**src/rtl/regfile_wb_arbiter.sv**
```systemverilog
// Two-source round-robin writeback arbiter in front of a register-file write port.
// Grants are combinational; the selected write is registered and appears one cycle later.
module regfile_wb_arbiter #(
  parameter int XLEN = 32,
  parameter int AW   = 5
) (
  input  logic            clk,
  input  logic            rst,
  input  logic            rf_hold,
  input  logic            req0_valid,
  input  logic [AW-1:0]   req0_rd,
  input  logic [XLEN-1:0] req0_data,
  output logic            req0_ready,
  input  logic            req1_valid,
  input  logic [AW-1:0]   req1_rd,
  input  logic [XLEN-1:0] req1_data,
  output logic            req1_ready,
  output logic            rf_we,
  output logic [AW-1:0]   rf_rd,
  output logic [XLEN-1:0] rf_wdata,
  output logic            grant_id,
  output logic [7:0]      conflict_cnt
);

  logic [1:0]      valid;
  logic [1:0]      grant;
  logic            last_grant;
  logic            transfer;
  logic            win_id;
  logic [AW-1:0]   win_rd;
  logic [XLEN-1:0] win_data;

  assign valid = {req1_valid, req0_valid};

  // A requester wins when it is alone, or on a tie when it was not the last winner.
  // Reset level gates the grants so nothing is accepted while reset is asserted.
  assign grant[0] = rst & ~rf_hold & valid[0] & (~valid[1] | last_grant);
  assign grant[1] = rst & ~rf_hold & valid[1] & (~valid[0] | ~last_grant);

  assign req0_ready = grant[0];
  assign req1_ready = grant[1];

  assign transfer = |grant;
  assign win_id   = grant[1];
  assign win_rd   = grant[1] ? req1_rd   : req0_rd;
  assign win_data = grant[1] ? req1_data : req0_data;

  always_ff @(posedge clk or negedge rst) begin
    if (!rst) begin
      rf_we        <= 1'b0;
      rf_rd        <= '0;
      rf_wdata     <= '0;
      grant_id     <= 1'b0;
      last_grant   <= 1'b1;
      conflict_cnt <= 8'd0;
    end else begin
      // Writes to x0 are accepted upstream but never reach the register file.
      rf_we <= transfer && (win_rd != '0);
      if (transfer) begin
        rf_rd      <= win_rd;
        rf_wdata   <= win_data;
        grant_id   <= win_id;
        last_grant <= win_id;
      end
      if ((&valid) && (conflict_cnt != 8'hFF)) begin
        conflict_cnt <= conflict_cnt + 8'd1;
      end
    end
  end

endmodule

```
**config.mk**
```make
export PLATFORM = sky130hd
export DESIGN_NAME = regfile_wb_arbiter
export DESIGN_NICKNAME = d
export VERILOG_FILES = /design/src/rtl/regfile_wb_arbiter.sv
export SDC_FILE = /design/constraint.sdc
export NUM_CORES = 1
export LEC_CHECK = 0
export ABC_AREA = 1
export CORE_MARGIN = 2
export CORE_UTILIZATION = 39
export DETAILED_ROUTE_END_ITERATION = 7
export GPL_TIMING_DRIVEN = 0
export PLACE_DENSITY_LB_ADDON = 0.05
export SETUP_SLACK_MARGIN = 0.2
export SYNTH_ARGS = -nofsm -noshare
export SYNTH_HDL_FRONTEND = slang
export SYNTH_SLANG_ARGS = --single-unit
```
**constraint.sdc**
```tcl
create_clock -name clk -period 1.5 [get_ports clk]
set_input_delay 0.45 -clock clk [delete_from_list [all_inputs] [get_ports clk]]
set_output_delay 0.45 -clock clk [all_outputs]
set_load 0.01 [all_outputs]
```
After elaboration in Yosys (flattened, before gate mapping) --
Cells that the tools add are included.
Word-level totals: memory bits (writable) 0, memories 0, bits in latches 0, flip-flop bits (word level) 48, output and inout bits 49, memory bits (read-only) 0, input port bits 79, word-level logic and storage cells 26
Cells by class: $mul 0, divide/modulo/power cells 0, shift-type cells 0, magnitude comparators 0, reduce and logical (&&, ||, !) cells 5, bitwise operators 11, mux-type cells 2, equal/unequal tests 1, add/subtract/negate cells 1
Operators by type and width (number):
- two-way mux 32 bit | 1
- adder 8 x 1 -> 8 bit, second input constant | 1
- != test 8 bit, second input constant | 1
- AND 1 bit | 5
- two-way mux 5 bit | 1
- nonzero test 5 bit | 1
- inverter 1 bit | 4
- logical AND 1 bit | 2
- OR 1 bit | 2
- AND reduction 2 bit | 1
- OR reduction 2 bit | 1

Longest topological paths before layout --
depth after elaboration 7, gate-level depth with buffers 10, gate-level depth less buffers 9

Worst setup path before layout --
OpenSTA, ideal clock, no wires.
kind input to output, start point input req1_valid, end point output req1_ready, data required time 1050 ps, setup slack 48 ps, path buffers 2, data arrival time 1002 ps, cell stages on the path 4, path through buf_4 > nand4_4 > inv_2 > buf_2
Between the ends: cells in the longest elaborated chain, start to end 2
Ends and longest elaborated chain:
- start: declaration | line 14 | input logic req1_valid,
- AND 1 bit (2 in series) | line 38 | assign grant[1] = rst & ~rf_hold & valid[1] & (~valid[0] | ~last_grant);
- end: declaration | line 17 | output logic req1_ready,
No other way between the ends.

Final worst setup path --
start point register last_grant, end point output req1_ready
Between the ends: cells in the longest elaborated chain, start to end 3
Ends and longest elaborated chain:
- start: declaration | line 27 | logic last_grant;
- start signal: assignment | line 63 | last_grant <= win_id;
- inverter 1 bit | line 38
- OR 1 bit | line 38
- AND 1 bit | line 38
No other way between the ends.

==> results.txt <==
----------------------------------------------------
[CTS]
  Sinks on Clock Net ... 48
  Worst-Skew Late Latency ... 0.30 ns
  Clock transition at the registers of the reported paths ... 0.09 ns
  Inserted Clock Buffers ... 5
  TritonCTS clock tree ... built
  H-Tree Depth ... 2
  Cell at the root of the clock tree ... clkbuf_8
  Clock buffer depth ... 2

[STA]
  RSZ-0062 raised after global routing ... yes
  Final worst path period share ... 1.15
  Final number of hold-violating endpoints ... 0
  Transition at the pin with the smallest max-transition slack ... 0.300 ns
  Slew margin rel. ... 0.798
  Fin. max-slew vios ... 0
  Setup TNS after final layout ... -2.83 ns
  Maximum frequency from static timing analysis ... 578 MHz
  Final setup violating endpoints ... 41
  Final setup slack of the worst path ... -0.229 ns
  Crit path time final ... approximately 1.7 ns
  Worst Skew ... just under 0.01 ns

[Die]
  Core area ... about 0.0060 mm²
  Starting utilization of the core area ... 0.405
  Die area ... roughly 0.007 mm²
  Num rows ... 28
  Ports placed on the boundary ... 128
  Die width ... around 83 µm
  Vertical die dimension ... roughly 83 µm

[Critical path]
  CP endpoint kind ... output pin
  Cell breakdown of the critical path ... nand2_4 -> nand4_4 -> inv_4 -> buf_8 -> buf_6
  CP max FO ... 3
  Data required, critical path ... ~1.1 ns
  Path depth of the worst reg2reg path ... 12
  Start-to-end type of the worst setup path ... reg -> out
  Worst-path cell with the longest stage delay ... dfstp_2
  Worst path depth ... 5
  Slowest Stage Delay on Critical Path ... roughly 0.56 ns
  Launching element type of the critical path ... flip-flop
  R2r setup slk ... -0.20 ns
  Arrival time worst endpoint ... 1.28 ns
  R2R Path End ... rf_we
  Critical path endpoint ... req1_ready
  Setup crit start ... last_grant
  Critical R2R Launch ... last_grant
  Largest delay contributor family on the critical path ... flip-flops
  Buffers plus inverters on the worst setup path ... 3

[Global routing]
  Vias in the first global route ... 2588
  First-pass GRT wire length ... about 12 mm
  Initial antenna violation count ... 0
  Overall routing resource usage ... 0.243
  Overall overflow remaining after global route ... 0
  Maximum number of pins on one net before global-route repair ... 15

[Logic synthesis]
  Fraction of synthesis flops using an asynchronous set or reset pin ... 1.00
  Fraction of the yosys area taken by sequential cells ... 0.499
  Synth warnings ... 0
  Number of unique standard cell types used by synthesis ... 27
  Number of synthesized flops with an enable pin ... 0
  Cells after synthesis ... 292
  Most frequently used flop master after synthesis ... dfrtp_1
  Top-area cell type share of the netlist area ... 0.488
  Flip-flop and latch count after synthesis ... 48
  Synth top area cells ... dfrtp_1 49%, o21ai_1 14%, nand2_1 11%, nor2_1 5.6%, buf_6 4.2%
  Net count after synthesis ... between 300 and 400
  Largest area contributor in the synthesized netlist ... dfrtp_1
  Synthesized cell area ... 0.00241 mm²
  Syn avg cell area ... 8.25 µm²

[Power and ir drop]
  Combinational group share of total power ... 0.441
  Fraction of power consumed by the clock network ... 0.182
  Net switching power figure ... 1.48 mW
  Power, Total ... 4.52 mW
  Switching portion of total power ... 0.328
  P per Cell Area ... 979 mW/mm²
  Internal cell power ... 3.04 mW
  Highest ir drop seen on vdd ... 0.000629 V
  Leakage power ... about 2.2 nW
  Sequential Power Share ... 0.377

[Routing]
  Post-detailed-route wirelength per cell ... 15.1 µm
  Wirelength, routed ... 8.43 mm
  Routed via count ... 2725
  Final routed DRC violation total ... 0
  Average via count per standard cell ... 4.87
  Antenna-violating nets left ... 0
  First-pass iteration count of the detailed router ... 4
  Violation count after the first detailed-route iteration ... 60

[Cells and area]
  Proportion of layout cells with a drive suffix above 1 ... 0.403
  Commonest cells after routing, fill and taps aside ... 74 x clkdlybuf4s50_1, 61 x o21ai_1, 56 x nand2_1
  Most frequent standard cell in the layout excluding fill and tap cells ... clkdlybuf4s50_1
  Post-layout instance count excluding filler cells ... roughly 560
  Final antenna diode count ... 0
  Syn-to-layout area delta ... 91.8%
  Net count of the finished layout ... roughly 560

[Placed design]
  Count of input and output buffers ... 126
  Placed cell count ... 494
  Final estimated routing congestion in global placement ... 0.774
  HPWL after DPL ... 4.98 mm

[Flow run]
  Max-cap check violation count ... 0

[Outcome]
  Run status ... finished, violations left
  Violations in the final reports ... setup timing

[Worst hold path]
  Worst min-delay path category ... in -> async

----------------------------------------------------
[per-layer routing]
layer | global-route usage | part of all wire
met2 | 0.429 | 0.52
met5 | 0 | 0
met3 | 0.0750 | 0.070
met4 | 0.0639 | 0.014
met1 | 0.286 | 0.40
[synthesized netlist by cell type (2+ instances only)]
cell type and instances:
nand2_1 69, o21ai_1 68, dfrtp_1 47, nor2_1 36, inv_1 19, buf_6 9, nand3_1 5, o21ai_0 5
inv_2 4, buf_2 3, clkbuf_1 3, nand2_2 3, nand4_1 3, xor2_1 3, nand2_4 2, o21ai_2 2
[area by class of cell]
cell class | instances | area (µm²)
repair buffers | 184 | 1740
fillers | 431 | 1330
plain buffers | 16 | 229
clock inverters | 2 | 10.0
well taps | 75 | 93.8
flip-flops and latches | 48 | 1200
multi-input cells | 204 | 1170
inverters | 24 | 103
clock buffers | 6 | 82.6
[metrics by stage]
step | setup slack, ns | util | hold WS, ns | cell area (µm²)
finish | -0.229 | 0.776 | 0.0591 | 4620
global route | -0.280 | 0.776 | 0.0531 | 4620
CTS | -0.245 | 0.727 | 0.0552 | 4330
detailed placement | -1.22 | 0.637 | 0.462 | 3800
global placement | -2.83 | 0.635 | 0.459 | 3780
floorplan | 0.110 | - | 0.154 | 2430
[power by group through the flow]
stage	Clock, mW	Sequential, mW	Combinational, mW
after floorplan	0	1.85	0.471
after global placement	0	1.73	1.42
after detailed placement	0	1.74	1.44
after CTS	0.842	1.68	1.74
after global routing	0.888	1.73	2.15
final	0.825	1.70	1.99
[worst min-delay path by stage]
stage / end / slack [ns] / cells after the start
2_1_floorplan: conflict_cnt[0] / 0.15 / 0
3_3_place_gp: grant_id / 0.46 / 2
3_5_place_dp: grant_id / 0.46 / 2
4_1_cts: rf_wdata[29] / 0.06 / 1
5_1_grt: conflict_cnt[3] / 0.05 / 1
6_report: conflict_cnt[3] / 0.06 / 1
[sequential cells by signal, summed over array words and instances, names as in the netlist]
register / flops
rf_wdata: 32
grant_id: 1
last_grant: 1
conflict_cnt: 8
rf_we: 1
rf_rd: 5
[logic make-up after synthesis]
| kind of cell | after synthesis | share of synthesized area |
|---|---|---|
| AO/OA/AOI/OAI | 76 | 0.161 |
| AND/OR/NAND/NOR | 123 | 0.226 |
| flip-flops | 48 | 0.499 |
| buffers and inverters | 40 | 0.0945 |
| XOR/XNOR | 4 | 0.0145 |
| adder cells (fa/ha/maj) | 1 | 0.00519 |
[repair_timing]
item | CTS | global route
hold buffers | 0 | 0
pin swaps | 22 | 30
setup buffers | 34 | 15
resized for setup | 273 | 51
endpoints found under the setup margin | 96 | 92
gates cloned | 8 | 0
(Power assumes the default switching activity.)
